[src/rtl/tx_fifo_ctrl_module_pkg.sv]
//============================================================================
// Module      : tx_fifo_ctrl_module_pkg
// Description : Shared UART package. Holds the transmit data width, the
//               default TX FIFO geometry and the state encodings of the
//               FIFO-to-transmitter sequencing FSM.
// Revision    : 1.0 - initial release
//============================================================================
`default_nettype none

package tx_fifo_ctrl_module_pkg;

    // Existing TX constants
    localparam int c_TX_DATA_W = 8;

    // Default FIFO geometry (c_DEFAULT_AW must equal log2(c_DEFAULT_DEPTH))
    localparam int c_DEFAULT_DEPTH = 16;
    localparam int c_DEFAULT_AW    = 4;

    // Sequencing FSM encodings
    localparam logic [1:0] c_ST_IDLE = 2'd0;
    localparam logic [1:0] c_ST_LOAD = 2'd1;
    localparam logic [1:0] c_ST_SEND = 2'd2;
    localparam logic [1:0] c_ST_GAP  = 2'd3;

endpackage

`default_nettype wire

[src/rtl/tx_fifo_ctrl_module_if.sv]
//============================================================================
// Module      : tx_fifo_ctrl_module_if
// Description : Bus bundle between the producer / UART transmit stage and
//               the TX FIFO controller.
//   wr_en, wr_data   : producer byte-write strobe and data
//   full, empty      : FIFO level flags
//   count            : stored byte count (AW+1 bits)
//   overflow, ovf_clr: sticky dropped-write flag and its clear
//   tx_en_sig,tx_data: enable and byte towards the transmit stage
//   tx_done          : one-cycle completion pulse from the transmit stage
//   Modport slave is taken by the controller, master by its environment.
// Revision    : 1.0 - initial release
//============================================================================
`default_nettype none

interface tx_fifo_ctrl_module_if
    import tx_fifo_ctrl_module_pkg::*;
#(
    parameter int AW = c_DEFAULT_AW
);
    logic                   wr_en;
    logic [c_TX_DATA_W-1:0] wr_data;
    logic                   full;
    logic                   empty;
    logic [AW:0]            count;
    logic                   overflow;
    logic                   ovf_clr;
    logic                   tx_en_sig;
    logic [c_TX_DATA_W-1:0] tx_data;
    logic                   tx_done;

    modport slave (
        input  wr_en, wr_data, ovf_clr, tx_done,
        output full, empty, count, overflow, tx_en_sig, tx_data
    );

    modport master (
        output wr_en, wr_data, ovf_clr, tx_done,
        input  full, empty, count, overflow, tx_en_sig, tx_data
    );
endinterface

`default_nettype wire

[src/rtl/tx_fifo_mem.sv]
//============================================================================
// Module      : tx_fifo_mem
// Description : Single-clock dual-port byte array, DEPTH entries.
//               Synchronous write port, combinational read port.
//   clk       : system clock
//   i_wr_en   : write strobe
//   i_wr_addr : write address
//   i_wr_data : write byte
//   i_rd_addr : read address
//   o_rd_data : byte at i_rd_addr (combinational)
// Revision    : 1.0 - initial release
//============================================================================
`default_nettype none

module tx_fifo_mem
    import tx_fifo_ctrl_module_pkg::*;
#(
    parameter int DEPTH = c_DEFAULT_DEPTH,
    parameter int AW    = c_DEFAULT_AW
) (
    input  wire logic                   clk,
    input  wire logic                   i_wr_en,
    input  wire logic [AW-1:0]          i_wr_addr,
    input  wire logic [c_TX_DATA_W-1:0] i_wr_data,
    input  wire logic [AW-1:0]          i_rd_addr,
    output logic      [c_TX_DATA_W-1:0] o_rd_data
);

    // Contents are intentionally not reset
    logic [c_TX_DATA_W-1:0] r_mem [DEPTH];

    always_ff @(posedge clk) begin
        if (i_wr_en) begin
            r_mem[i_wr_addr] <= i_wr_data;
        end
    end

    assign o_rd_data = r_mem[i_rd_addr];

endmodule

`default_nettype wire

[src/rtl/tx_fifo_ctrl_module.sv]
//============================================================================
// Module      : tx_fifo_ctrl_module
// Description : Byte FIFO in front of a UART transmit stage. Producer writes
//               are queued; an IDLE/LOAD/SEND/GAP sequencer pops one byte
//               at a time, holds it on tx_data with tx_en_sig high until
//               tx_done, then idles one cycle so the downstream bit counter
//               restarts cleanly.
//   clk : system clock, rising edge
//   rst : synchronous active-high reset
//   bus : tx_fifo_ctrl_module_if.slave (write side, flags, TX side)
// Revision    : 1.0 - initial release
//============================================================================
`default_nettype none

module tx_fifo_ctrl_module
    import tx_fifo_ctrl_module_pkg::*;
#(
    parameter int DEPTH = c_DEFAULT_DEPTH,
    parameter int AW    = c_DEFAULT_AW
) (
    input  wire logic              clk,
    input  wire logic              rst,
    tx_fifo_ctrl_module_if.slave   bus
);

    localparam logic [AW:0]   c_FULL_CNT = (AW+1)'(DEPTH);
    localparam logic [AW:0]   c_CNT_ONE  = (AW+1)'(1);
    localparam logic [AW-1:0] c_PTR_ONE  = AW'(1);

    logic [1:0]             r_state;
    logic [1:0]             w_state_nxt;
    logic [AW-1:0]          r_wr_ptr;
    logic [AW-1:0]          r_rd_ptr;
    logic [AW:0]            r_count;
    logic                   r_overflow;
    logic                   r_tx_en;
    logic [c_TX_DATA_W-1:0] r_tx_data;
    logic [c_TX_DATA_W-1:0] w_rd_data;
    logic                   w_full;
    logic                   w_empty;
    logic                   w_wr_acc;
    logic                   w_pop;

    // Flags come from the registered count so pointer wrap never matters
    assign w_full   = (r_count == c_FULL_CNT);
    assign w_empty  = (r_count == '0);
    assign w_wr_acc = bus.wr_en & ~w_full;
    // IDLE only enters LOAD when non-empty, so LOAD always has a byte
    assign w_pop    = (r_state == c_ST_LOAD);

    tx_fifo_mem #(
        .DEPTH (DEPTH),
        .AW    (AW)
    ) u_mem (
        .clk       (clk),
        .i_wr_en   (w_wr_acc & ~rst),
        .i_wr_addr (r_wr_ptr),
        .i_wr_data (bus.wr_data),
        .i_rd_addr (r_rd_ptr),
        .o_rd_data (w_rd_data)
    );

    always_comb begin
        w_state_nxt = r_state;
        case (r_state)
            c_ST_IDLE: if (!w_empty)   w_state_nxt = c_ST_LOAD;
            c_ST_LOAD:                 w_state_nxt = c_ST_SEND;
            c_ST_SEND: if (bus.tx_done) w_state_nxt = c_ST_GAP;
            c_ST_GAP:                  w_state_nxt = c_ST_IDLE;
            default:                   w_state_nxt = c_ST_IDLE;
        endcase
    end

    always_ff @(posedge clk) begin
        if (rst) begin
            r_state    <= c_ST_IDLE;
            r_wr_ptr   <= '0;
            r_rd_ptr   <= '0;
            r_count    <= '0;
            r_overflow <= 1'b0;
            r_tx_en    <= 1'b0;
            r_tx_data  <= '0;
        end else begin
            r_state <= w_state_nxt;
            // Registered enable, high exactly while the FSM sits in SEND
            r_tx_en <= (w_state_nxt == c_ST_SEND);

            if (w_wr_acc) begin
                r_wr_ptr <= r_wr_ptr + c_PTR_ONE;
            end

            if (w_pop) begin
                r_tx_data <= w_rd_data;
                r_rd_ptr  <= r_rd_ptr + c_PTR_ONE;
            end

            case ({w_wr_acc, w_pop})
                2'b10:   r_count <= r_count + c_CNT_ONE;
                2'b01:   r_count <= r_count - c_CNT_ONE;
                default: r_count <= r_count;
            endcase

            // A dropped write outranks a simultaneous clear
            if (bus.wr_en && w_full) begin
                r_overflow <= 1'b1;
            end else if (bus.ovf_clr) begin
                r_overflow <= 1'b0;
            end
        end
    end

    assign bus.full      = w_full;
    assign bus.empty     = w_empty;
    assign bus.count     = r_count;
    assign bus.overflow  = r_overflow;
    assign bus.tx_en_sig = r_tx_en;
    assign bus.tx_data   = r_tx_data;

endmodule

`default_nettype wire

[src/flat_wrapper.sv]
// flat-port wrapper written by rule: the top's interface ports become plain ports
module tx_fifo_ctrl_module_flat import tx_fifo_ctrl_module_pkg::*;
#(
    parameter int DEPTH = c_DEFAULT_DEPTH,
    parameter int AW    = c_DEFAULT_AW
)
  (clk, rst, bus_wr_en, bus_wr_data, bus_ovf_clr, bus_tx_done, bus_full, bus_empty, bus_count, bus_overflow, bus_tx_en_sig, bus_tx_data);
  tx_fifo_ctrl_module_if #(.AW(AW)) bus_i ();
  input  wire logic clk;
  input  wire logic rst;
  input wire logic [$bits(bus_i.wr_en)-1:0] bus_wr_en;
  input wire logic [$bits(bus_i.wr_data)-1:0] bus_wr_data;
  input wire logic [$bits(bus_i.ovf_clr)-1:0] bus_ovf_clr;
  input wire logic [$bits(bus_i.tx_done)-1:0] bus_tx_done;
  output wire logic [$bits(bus_i.full)-1:0] bus_full;
  output wire logic [$bits(bus_i.empty)-1:0] bus_empty;
  output wire logic [$bits(bus_i.count)-1:0] bus_count;
  output wire logic [$bits(bus_i.overflow)-1:0] bus_overflow;
  output wire logic [$bits(bus_i.tx_en_sig)-1:0] bus_tx_en_sig;
  output wire logic [$bits(bus_i.tx_data)-1:0] bus_tx_data;
  assign bus_i.wr_en = bus_wr_en;
  assign bus_i.wr_data = bus_wr_data;
  assign bus_i.ovf_clr = bus_ovf_clr;
  assign bus_i.tx_done = bus_tx_done;
  assign bus_full = bus_i.full;
  assign bus_empty = bus_i.empty;
  assign bus_count = bus_i.count;
  assign bus_overflow = bus_i.overflow;
  assign bus_tx_en_sig = bus_i.tx_en_sig;
  assign bus_tx_data = bus_i.tx_data;
  tx_fifo_ctrl_module #(.DEPTH(DEPTH), .AW(AW)) u_core (.clk(clk), .rst(rst), .bus(bus_i));
endmodule
[config.mk]
export PLATFORM = sky130hd
export DESIGN_NAME = tx_fifo_ctrl_module_flat
export DESIGN_NICKNAME = d
export VERILOG_FILES = /design/src/rtl/tx_fifo_ctrl_module_pkg.sv /design/src/rtl/tx_fifo_ctrl_module_if.sv /design/src/rtl/tx_fifo_mem.sv /design/src/rtl/tx_fifo_ctrl_module.sv /design/src/flat_wrapper.sv
export SDC_FILE = /design/constraint.sdc
export NUM_CORES = 1
export LEC_CHECK = 0
export CORE_AREA = 2 2 121 123
export DETAILED_ROUTE_END_ITERATION = 12
export DIE_AREA = 0 0 123 125
export GPL_ROUTABILITY_DRIVEN = 0
export GPL_TIMING_DRIVEN = 0
export PLACE_DENSITY = 0.57
export SLEW_MARGIN = 30
export SYNTH_ARGS = -nofsm -noshare
export SYNTH_HDL_FRONTEND = slang
export SYNTH_SLANG_ARGS = --single-unit
[constraint.sdc]
create_clock -name clk -period 3.17 [get_ports clk]
set_input_delay 0.4755 -clock clk [delete_from_list [all_inputs] [get_ports clk]]
set_output_delay 0.4755 -clock clk [all_outputs]
set_load 0.005 [all_outputs]
==> impl_metrics.csv, run 1 <==
group,metric,value,unit
worst_setup_path,crit_path_frequent_cell,"ha_1",
min_path,worstHoldPathCells,1,
cts,cts_root_buf,"clkbuf_16",
global_route,grt_usage,18.02,%
worst_setup_path,cp_max_fo,12,
logic_synthesis,synth_cells,371,
logic_synthesis,yosys.area.top_type_share,62.38,%
run,cap_violations,0,
power,ir_drop,355.6,uV
floorplan,die-width,123,um
final_layout,diodes,0,
worst_setup_path,critPathArrivalTime,3.20,ns
logic_synthesis,synth_area_leaders,"edfxtp_1 (62%), dfxtp_1 (8.1%), mux4_2 (5.8%)",
logic_synthesis,synthFlopType,"edfxtp_1",
sta,final-setup-viol-count,0,
cts,h-tree-depth,4,
global_route,grt_max_degree,17,
logic_synthesis,synth.largest_area_cell,"edfxtp_1",
sta,rsz0062_at_grt,"no",
place,dpl.hpwl,8132,um
routing,first_pass_iters,4,
worst_setup_path,crit_type,"reg2reg",
final_layout,multi_input_area,0.001725,mm^2
logic_synthesis,yosys-top-cells-count,"edfxtp_1 (128), nor2_1 (38), mux2_2 (26)",
routing,wirelength,12620,um
worst_setup_path,reg2reg_depth,11,
worst_setup_path,slowest_delay,0.55,ns
final_layout,fillers,1201,
routing,wl_per_cell,20.55,um
cts,cts_tree,"built",
floorplan,placementRows,44,
power,power.density,729.7,mW/mm^2
cts,cts-buffers-inserted,17,
final_layout,area.sequential,0.004344,mm^2
sta,layout_setup_ws,0.2741,ns
worst_setup_path,cp-start-kind,"register",
routing,drt_iter0_drc,226,
logic_synthesis,yosysMostFrequentCell,"edfxtp_1",
power,total_power,0.005361,W
final_layout,fin_util,51.73,%
status,status,"complete, no violations",
logic_synthesis,async_flop_share,0,%
cts,post_cts_buffers,0,
power,power.leakage,2.376,nW
global_route,grt_pass1_vias,3478,
place,dpl_cell_area,0.006683,mm^2
place,io_buffers,29,
final_layout,drive_gt1_share,20.47,%
global_route,overflow,0,
routing,final_antenna_net_count,0,
cts,clk_latency,0.42,ns
floorplan,die-area,0.01538,mm^2
sta,slew_violations,0,
worst_setup_path,cp_cell_sequence,"nor4_2 > a21boi_2 > inv_1 > ha_1 > clkbuf_1 > xor2_1 > ha_1 > a21oi_1 > a32oi_1 > a31oi_1 > mux2_2",
logic_synthesis,syn-num-nets,395,
min_path,min_path_type,"reg2reg",
sta,finalHoldViolations,0,
worst_setup_path,cpMaxStageDelayCell,"dfxtp_1",
logic_synthesis,avgSynthCellArea,16.61,um^2
floorplan,core_area,0.01420,mm^2
sta,worst_pin_slew,1.046,ns
place,dp_slack,-0.2887,ns
worst_setup_path,crit_buf_inv,2,
worst_setup_path,critPathTopFamily,"compound AO/OA/AOI/OAI gates",
final_layout,synthToLayoutAreaGrowth,19.23,%
floorplan,die_h,125,um
sta,fin_skew,0.007096,ns
logic_synthesis,synth_edf_count,128,
cts,clock-sinks,153,
floorplan,io_pins,30,
worst_setup_path,cp-end-kind,"register",
routing,drt-vias-per-instance,5.391,
logic_synthesis,yosys_warnings,0,
sta,layout_min_cycle_time,2.896,ns
global_route,antenna_found_initial,0,
logic_synthesis,synth.distinct_cells,43,
worst_setup_path,crit_required,3.48,ns
sta,timing.final.crit_share,91.35,%
final_layout,stdcell_area,0.007347,mm^2
routing,drc,0,
floorplan,initial_core_util,43.38,%
logic_synthesis,seq_area_frac_synth,70.50,%
final_layout,fin_nets,441,
logic_synthesis,synthesis.area,0.006162,mm^2
global_route,grt_pass1_wl,19800,um
routing,vias,3310,
cts,cts_buffer_depth,2,
cts,clk_pin_slew,0.06,ns
sta,holdWs,0.5044,ns
sta,relSlewSlack,30.03,%
cts,cts_hold_buf,0,
worst_setup_path,cp.depth,11,
sta,max_freq,345.3,MHz
logic_synthesis,ys_seq_elements,153,
-- sequential cells by signal, indices dropped and copies added, names as in the netlist --
signal and count:
u_core.bus.tx_data 8, u_core.r_wr_ptr 4, u_core.bus.overflow 1, u_core.u_mem.r_mem 128, u_core.bus.tx_en_sig 1, u_core.bus.count 5, u_core.r_state 2, u_core.r_rd_ptr 4
-- metal layers --
metal,global-route usage [%],up-vias,share of wire [%]
li1,-,1549,-
met1,24.54,1677,46
met2,28.21,70,48
met3,5.201,14,5.0
met4,5.414,0,1.2
met5,0,-,0
-- final timing paths --
path / startpoint / end / slack (ns)
worst max-delay path: u_core.bus.count[2]$_SDFFE_PP0P_ / u_core.bus.count[4]$_SDFFE_PP0P_ / 0.27
worst min register to register: u_core.bus.tx_data[7]$_SDFFE_PP0P_ / u_core.bus.tx_data[7]$_SDFFE_PP0P_ / 0.50
worst min-delay path: u_core.bus.tx_data[7]$_SDFFE_PP0P_ / u_core.bus.tx_data[7]$_SDFFE_PP0P_ / 0.50
worst max register to register: u_core.bus.count[2]$_SDFFE_PP0P_ / u_core.bus.count[4]$_SDFFE_PP0P_ / 0.27
-- layout make-up --
| cell class | instances | area share, % |
|---|---|---|
| multi-input cells | 193 | 23.48 |
| clock inverters | 13 | 2.708 |
| flip-flops and latches | 153 | 59.13 |
| plain buffers | 16 | 1.073 |
| clock buffers | 19 | 6.165 |
| inverters | 7 | 0.3576 |
| well taps | 184 | 3.134 |
| repair buffers | 29 | 3.951 |
-- where the power goes --
| part | internal [W] | switching [W] | total [W] |
|---|---|---|---|
| Combinational | 0.000394 | 0.000405 | 0.000799 |
| Sequential | 0.00227 | 0.0000937 | 0.00237 |
| Clock | 0.00143 | 0.000764 | 0.00220 |
-- per-stage QoR --
stage / TNS, ns / cells
final: 0 / 614
after global routing: 0 / 614
after CTS: 0 / 616
after detailed placement: -0.4414 / 584
after global placement: -0.3862 / 584
after floorplan: 0 / 371
-- cell usage in the layout, fill, tap and decap left out, types with 2 or more instances in the layout --
| cell type | instances |
|---|---|
| mux4_2 | 16 |
| nor2_1 | 36 |
| buf_1 | 6 |
| clkinv_2 | 5 |
| clkbuf_16 | 17 |
| clkinvlp_4 | 2 |
| a221o_1 | 8 |
| edfxtp_1 | 128 |
| or3_1 | 2 |
| o22ai_1 | 10 |
| inv_1 | 7 |
| clkbuf_1 | 4 |
| ha_1 | 11 |
| a31oi_1 | 3 |
| a2111oi_0 | 8 |
| mux2i_1 | 11 |
| xnor2_1 | 3 |
| bufinv_16 | 5 |
| nor2_2 | 2 |
| nor2b_1 | 11 |
| nand2b_1 | 2 |
| a211oi_1 | 8 |
| clkdlybuf4s50_1 | 29 |
| clkbuf_8 | 2 |
| dfxtp_1 | 25 |
| mux2_2 | 26 |
| nand2_1 | 6 |
| nand3b_1 | 3 |
| xor2_1 | 7 |
| a21oi_1 | 3 |
| buf_2 | 3 |
| buf_4 | 2 |
-- logic make-up (layout without fill, tap and decap cells) --
| family | Yosys count | in the layout | share of synthesized area (%) |
|---|---|---|---|
| flip-flops | 153 | 153 | 70.50 |
| AND/OR/NAND/NOR | 72 | 72 | 5.747 |
| multiplexers | 53 | 53 | 12.39 |
| AO/OA/AOI/OAI | 47 | 47 | 5.889 |
| buffers and inverters | 25 | 84 | 1.827 |
| adder cells (fa/ha/maj) | 11 | 11 | 2.233 |
| XOR/XNOR | 10 | 10 | 1.421 |
-- worst register-to-register path, stage by stage, from the launching register on --
cell,delay [ns]
dfxtp_1,0.55
nor4_2,0.12
a21boi_2,0.32
inv_1,0.12
ha_1,0.20
clkbuf_1,0.19
xor2_1,0.18
ha_1,0.19
a21oi_1,0.23
a32oi_1,0.14
a31oi_1,0.19
mux2_2,0.35
-- timing repair --
action                     CTS  global route
gates resized for setup      1             1
setup endpoints to repair    1             2
pin swaps                    0             0
Note: power is estimated with default switching activity, not from simulation.
==> inputs of run 2 (changes only) <==
--- a/config.mk
+++ b/config.mk
@@ -5,9 +5,11 @@
 export SDC_FILE = /design/constraint.sdc
 export NUM_CORES = 1
 export LEC_CHECK = 0
-export CORE_AREA = 2 2 121 123
+export ABC_AREA = 1
+export CORE_AREA = 2 2 124 126
+export CTS_CLUSTER_SIZE = 40
 export DETAILED_ROUTE_END_ITERATION = 12
-export DIE_AREA = 0 0 123 125
+export DIE_AREA = 0 0 126 128
 export GPL_ROUTABILITY_DRIVEN = 0
 export GPL_TIMING_DRIVEN = 0
 export PLACE_DENSITY = 0.57
==> run 2 against run 1 <==
Die area increased by 4.9%. Count of clock-buffer cells in the layout decreased by 2. Design area grew 3.5%. Critical path type is now reg2out. Critical endpoint is now bus_empty.
==> impl_metrics.csv, run 2 <==
group,metric,value,unit
status,status,"complete, no violations",
final_layout,final_common_cell,"nand2_1",
power,ir_drop,411.0,uV
global_route,grt_pass1_vias,4434,
cts,cts_tree,"built",
final_layout,largest_reg_flops,128,
floorplan,die-area,0.01613,mm^2
logic_synthesis,synthFlopType,"edfxtp_1",
logic_synthesis,synthesis.area,0.006501,mm^2
global_route,grt_usage,20.61,%
final_layout,diodes,0,
floorplan,core_area,0.01486,mm^2
logic_synthesis,yosys-top-cells-count,"nand2_1 (197), edfxtp_1 (128), nand3_1 (115)",
routing,wl_per_cell,18.23,um
cts,cts_hold_buf,0,
sta,max_freq,439.8,MHz
logic_synthesis,avgSynthCellArea,10.55,um^2
routing,drc,0,
min_path,min_path_type,"reg2reg",
logic_synthesis,synth_cells,616,
power,p_int,0.004108,W
cts,cts-buffers-inserted,17,
worst_setup_path,crit_type,"reg2out",
global_route,overflow,0,
logic_synthesis,seq_area_frac_synth,66.82,%
sta,finalHoldViolations,0,
routing,drt-vias-per-instance,5.205,
logic_synthesis,synthMuxAreaShare,0,%
logic_synthesis,async_flop_share,0,%
place,dpl_cell_area,0.007027,mm^2
logic_synthesis,synth_compound_area_share,2.079,%
cts,clk_latency,0.43,ns
power,pwr-share-seq,39.0,%
logic_synthesis,synth_simple_gate_area_share,22.92,%
sta,fin_skew,0.009023,ns
floorplan,placementRows,45,
logic_synthesis,yosys.area.top_type_share,59.12,%
logic_synthesis,synth_area_leaders,"edfxtp_1 (59%), nand2_1 (11%), nand3_1 (8.9%)",
routing,final_antenna_net_count,0,
sta,final-setup-viol-count,0,
final_layout,fillers,1367,
worst_setup_path,cp-start-kind,"register",
run,cap_violations,0,
worst_setup_path,cp-end-kind,"primary output",
sta,tns,0,ns
cts,cts_root_buf,"clkbuf_16",
logic_synthesis,synth_top_family_by_area,"simple AND/OR/NAND/NOR gates",
floorplan,die_h,128,um
sta,layout_min_cycle_time,2.274,ns
cts,h-tree-depth,4,
sta,relSlewSlack,44.17,%
logic_synthesis,synth_edf_count,128,
cts,cts_buffer_depth,2,
routing,vias,4502,
logic_synthesis,yosys_warnings,0,
logic_synthesis,syn-num-nets,640,
power,total_power,0.006093,W
cts,post_cts_buffers,0,
final_layout,regMostFlops,"u_core.u_mem.r_mem",
place,dpl.hpwl,10500,um
power,power_frac_clock,32.4,%
floorplan,initial_core_util,43.74,%
worst_setup_path,crit_required,2.69,ns
worst_setup_path,cp_max_fo,5,
logic_synthesis,synthXorXnorAreaFrac,0.5389,%
cts,post_cts_resized,0,
power,power.density,801.3,mW/mm^2
final_layout,drive_gt1_share,9.010,%
global_route,antenna_found_initial,0,
sta,timing.final.crit_share,71.73,%
power,p_comb_share,28.5,%
worst_setup_path,critPathArrivalTime,1.80,ns
logic_synthesis,synth.largest_area_cell,"edfxtp_1",
place,io_buffers,29,
global_route,grt_pass1_wl,24450,um
routing,drt_iter0_drc,307,
final_layout,final_cell_mix,"nand2_1 (197), edfxtp_1 (128), nand3_1 (115)",
global_route,grt_max_degree,17,
sta,worst_pin_slew,0.8344,ns
floorplan,io_pins,30,
floorplan,die-width,126,um
logic_synthesis,yosysMostFrequentCell,"nand2_1",
final_layout,stdcell_area,0.007604,mm^2
power,p_switching,0.001984,W
sta,slew_violations,0,
logic_synthesis,ys_seq_elements,153,
cts,clock-sinks,153,
final_layout,fin_nets,688,
sta,rsz0062_at_grt,"no",
final_layout,synthToLayoutAreaGrowth,16.96,%
power,power.leakage,2.933,nW
cts,clk_pin_slew,0.06,ns
power,switching_share,32.57,%
routing,first_pass_iters,5,
logic_synthesis,synth_fa_ha_area_share,2.117,%
logic_synthesis,synth.distinct_cells,23,
routing,wirelength,15770,um
-- run 2: stage by stage --
step	hold slack [ns]	setup WS [ns]	cells	utilization (%)
global route	0.5015	0.7486	865	51.15
finish	0.4714	0.8961	865	51.15
CTS	0.4690	0.8958	865	51.15
detailed placement	0.4601	0.6368	833	47.27
global placement	0.4517	0.6346	833	47.27
floorplan	0.4596	1.310	616	-
-- run 2: power groups by stage --
stage                     logic [W]  clock network, W  registers, W
final                       0.00174           0.00198       0.00238
after global routing        0.00194           0.00208       0.00239
after floorplan             0.00109                 0       0.00241
after detailed placement    0.00172                 0       0.00242
after CTS                   0.00174           0.00201       0.00238
after global placement      0.00170                 0       0.00242
-- run 2: layout make-up --
class	instances	area (um^2)	share of cell area, %
Clock buffer	17	425.4	5.595
Sequential cell	153	4344	57.13
Tap cell	188	235.2	3.094
Clock inverter	15	151.4	1.991
Buffer	30	220.2	2.896
Timing Repair Buffer	29	290.3	3.818
Multi-Input combinational cell	396	1798	23.65
Inverter	37	138.9	1.827
-- run 2: logic make-up after synthesis --
| logic type | Yosys count |
|---|---|
| compound gates | 26 |
| xor+xnor | 4 |
| fa+ha+maj | 11 |
| buf+inv | 67 |
| flops | 153 |
| simple gates | 355 |
-- run 2: worst paths after layout --
check	from	endpoint	slack, ns	depth (start not counted)
max	u_core.bus.count[2]$_SDFFE_PP0P_	bus_empty	0.90	4
min	u_core.bus.overflow$_SDFFE_PP0P_	u_core.bus.overflow$_SDFFE_PP0P_	0.47	2
max reg2reg	u_core.bus.count[2]$_SDFFE_PP0P_	u_core.bus.count[4]$_SDFFE_PP0P_	0.95	14
min reg2reg	u_core.bus.overflow$_SDFFE_PP0P_	u_core.bus.overflow$_SDFFE_PP0P_	0.47	2
-- run 2: routing by layer --
metal / up-vias / GRT usage, % / part of all wire [%]
li1: 2184 / - / -
met1: 2192 / 27.41 / 46
met2: 112 / 34.16 / 48
met3: 14 / 4.257 / 4.3
met4: 0 / 6.658 / 1.4
met5: - / 0 / 0
-- run 2: critical path: stages, from the launching register on --
cell,delay [ns]
dfxtp_1,0.35
nor2_1,0.20
nand3_1,0.09
nor2_1,0.19
clkdlybuf4s50_1,0.54
==> inputs of run 3 (changes only) <==
==> constraint.sdc (replaced) <==
create_clock -name clk -period 2.25 [get_ports clk]
set_input_delay 0.3375 -clock clk [delete_from_list [all_inputs] [get_ports clk]]
set_output_delay 0.3375 -clock clk [all_outputs]
set_load 0.005 [all_outputs]
==> run 3 against run 2 <==
Power up 41%. Flip-flop and latch count unchanged. Combinational power is 41% higher. Design area up 0.43%. Count of clock-buffer cells in the layout is the same. Core utilization up 0.22 points. Wire length did not move. Hold slack about the same. Sequential share of layout area decreased by 0.24 points. Worst setup slack worse by 0.82 ns. Die area unchanged. Critical endpoint is now u_core.bus.count[4]$_SDFFE_PP0P_. Largest power group unchanged. Highest routed layer unchanged.
==> impl_metrics.csv, run 3 (synthesized netlist as in run 2, its figures left out) <==
group,metric,value,unit
cts,clk_latency,0.43,ns
worst_setup_path,r2r-start,"u_core.bus.count[2]$_SDFFE_PP0P_",
floorplan,die-area,0.01613,mm^2
worst_setup_path,critPathArrivalTime,2.54,ns
cts,post_cts_buffers,0,
worst_setup_path,cp-start-kind,"register",
routing,drt_iter0_drc,292,
place,dpl_cell_area,0.007027,mm^2
floorplan,die_h,128,um
sta,layout_min_cycle_time,2.175,ns
global_route,grt_use_met1,27.41,%
global_route,overflow,0,
sta,max_freq,459.9,MHz
floorplan,initial_core_util,43.74,%
worst_setup_path,cp-end-kind,"register",
sta,finalHoldViolations,0,
routing,drt-vias-per-instance,5.210,
final_layout,regMostFlops,"u_core.u_mem.r_mem",
global_route,antenna_found_initial,0,
place,placed_cells,833,
global_route,grt_pass1_vias,4434,
cts,h-tree-depth,4,
floorplan,placementRows,45,
min_path,min_to,"u_core.bus.overflow$_SDFFE_PP0P_",
power,power.leakage,2.929,nW
power,ir_drop,587.5,uV
sta,relSlewSlack,45.65,%
worst_setup_path,reg2reg_depth,14,
global_route,grt_pass1_wl,24450,um
sta,worst_pin_slew,0.8127,ns
final_layout,fin_util,51.37,%
min_path,min_path_type,"reg2reg",
status,status,"complete, no violations",
cts,cts_buffer_depth,2,
routing,vias,4507,
global_route,globalRouteMet2Util,34.16,%
final_layout,diodes,0,
final_layout,fin_cells,865,
sta,holdWs,0.4714,ns
final_layout,drive_gt1_share,10.93,%
cts,clock-sinks,153,
routing,final_antenna_net_count,0,
final_layout,largest_reg_flops,128,
place,io_buffers,29,
cts,cts_hold_buf,0,
worst_setup_path,crit_type,"reg2reg",
sta,timing.final.crit_share,96.65,%
sta,fin_skew,0.01080,ns
final_layout,synthToLayoutAreaGrowth,17.46,%
global_route,top_usage_layer,"met2",
floorplan,io_pins,30,
power,power.density,1126,mW/mm^2
cts,cts-buffers-inserted,17,
cts,clk_pin_slew,0.07,ns
routing,drc,0,
final_layout,stdcell_area,0.007636,mm^2
sta,slew_violations,0,
worst_setup_path,r2r_end,"u_core.bus.count[4]$_SDFFE_PP0P_",
floorplan,core_area,0.01486,mm^2
global_route,grt_usage,20.61,%
sta,rsz0062_at_grt,"yes",
min_path,hp-start,"u_core.bus.overflow$_SDFFE_PP0P_",
worst_setup_path,cp_max_fo,8,
sta,final-setup-viol-count,0,
routing,wirelength,15770,um
final_layout,final_cell_mix,"nand2_1 (197), edfxtp_1 (128), nand3_1 (115)",
cts,cts_tree,"built",
floorplan,die-width,126,um
routing,first_pass_iters,5,
worst_setup_path,ff2ff_setup_slack,0.08,ns
global_route,grt_max_degree,17,
routing,wl_per_cell,18.23,um
worst_setup_path,crit_required,2.61,ns
final_layout,final_common_cell,"nand2_1",
run,cap_violations,0,
final_layout,fin_nets,688,
min_path,worstHoldPathCells,2,
place,dpl.hpwl,10500,um
global_route,grtUsageMet3,4.257,%
cts,cts_root_buf,"clkbuf_16",
cts,post_cts_resized,0,
[run 3: cell counts in the layout (fill, tap and decap cells not counted)]
No cell type changed its count.
[run 3: where the power goes]
group	leakage [nW]	internal [W]	total, W	switching, W
combinational	1.29	0.000923	0.00245	0.00153
sequential	1.36	0.00324	0.00335	0.000113
clock	0.279	0.00163	0.00279	0.00116
total	2.93	0.00579	0.00860	0.00281
[run 3: through the flow]
stage / setup slack, ns / setup TNS (ns) / power [W]
global placement: -0.1474 / -7.074 / 0.005793
global route: -0.1081 / -0.1081 / 0.009042
CTS: 0.02475 / 0 / 0.008624
finish: 0.07542 / 0 / 0.008598
floorplan: 0.3899 / 0 / 0.004931
detailed placement: -0.1452 / -7.746 / 0.005840
[run 3: worst max-delay path, cell delays in order, from the launching register on]
cell and delay, ns:
dfxtp_1 0.35, nor2_1 0.20, nand4_1 0.17, nand2_2 0.17, ha_2 0.26, xor2_1 0.20, ha_1 0.18, inv_1 0.04
nand2_1 0.08, nand3_1 0.12, nand2_1 0.08, nand2_1 0.04, nand2_1 0.05, nand2_1 0.04, a21oi_1 0.12
[run 3: worst max path at each step]
stage / startpoint / end / cells after the start
floorplan: u_core.bus.count[2]$_SDFFE_PP0P_ / u_core.bus.count[4]$_SDFFE_PP0P_ / 14
global placement: bus_wr_en / u_core.u_mem.r_mem[12][4]$_DFFE_PP_ / 5
detailed placement: bus_wr_en / u_core.u_mem.r_mem[13][1]$_DFFE_PP_ / 5
CTS: u_core.bus.count[0]$_SDFFE_PP0P_ / u_core.u_mem.r_mem[13][1]$_DFFE_PP_ / 6
global route: u_core.bus.count[2]$_SDFFE_PP0P_ / u_core.bus.count[4]$_SDFFE_PP0P_ / 14
finish: u_core.bus.count[2]$_SDFFE_PP0P_ / u_core.bus.count[4]$_SDFFE_PP0P_ / 14
[run 3: layout make-up]
cell class / count / area, um^2
Buffer: 30 / 220.2
Clock buffer: 17 / 425.4
Clock inverter: 15 / 151.4
Fill cell: 1365 / 7228
Inverter: 37 / 138.9
Multi-Input combinational cell: 396 / 1831
Sequential cell: 153 / 4344
Tap cell: 188 / 235.2
Timing Repair Buffer: 29 / 290.3
[run 3: layer usage]
layer,vias to the layer above,share of wire [%]
met5,-,0
met4,0,1.6
met3,17,5.0
met2,120,48
met1,2183,45
li1,2187,-
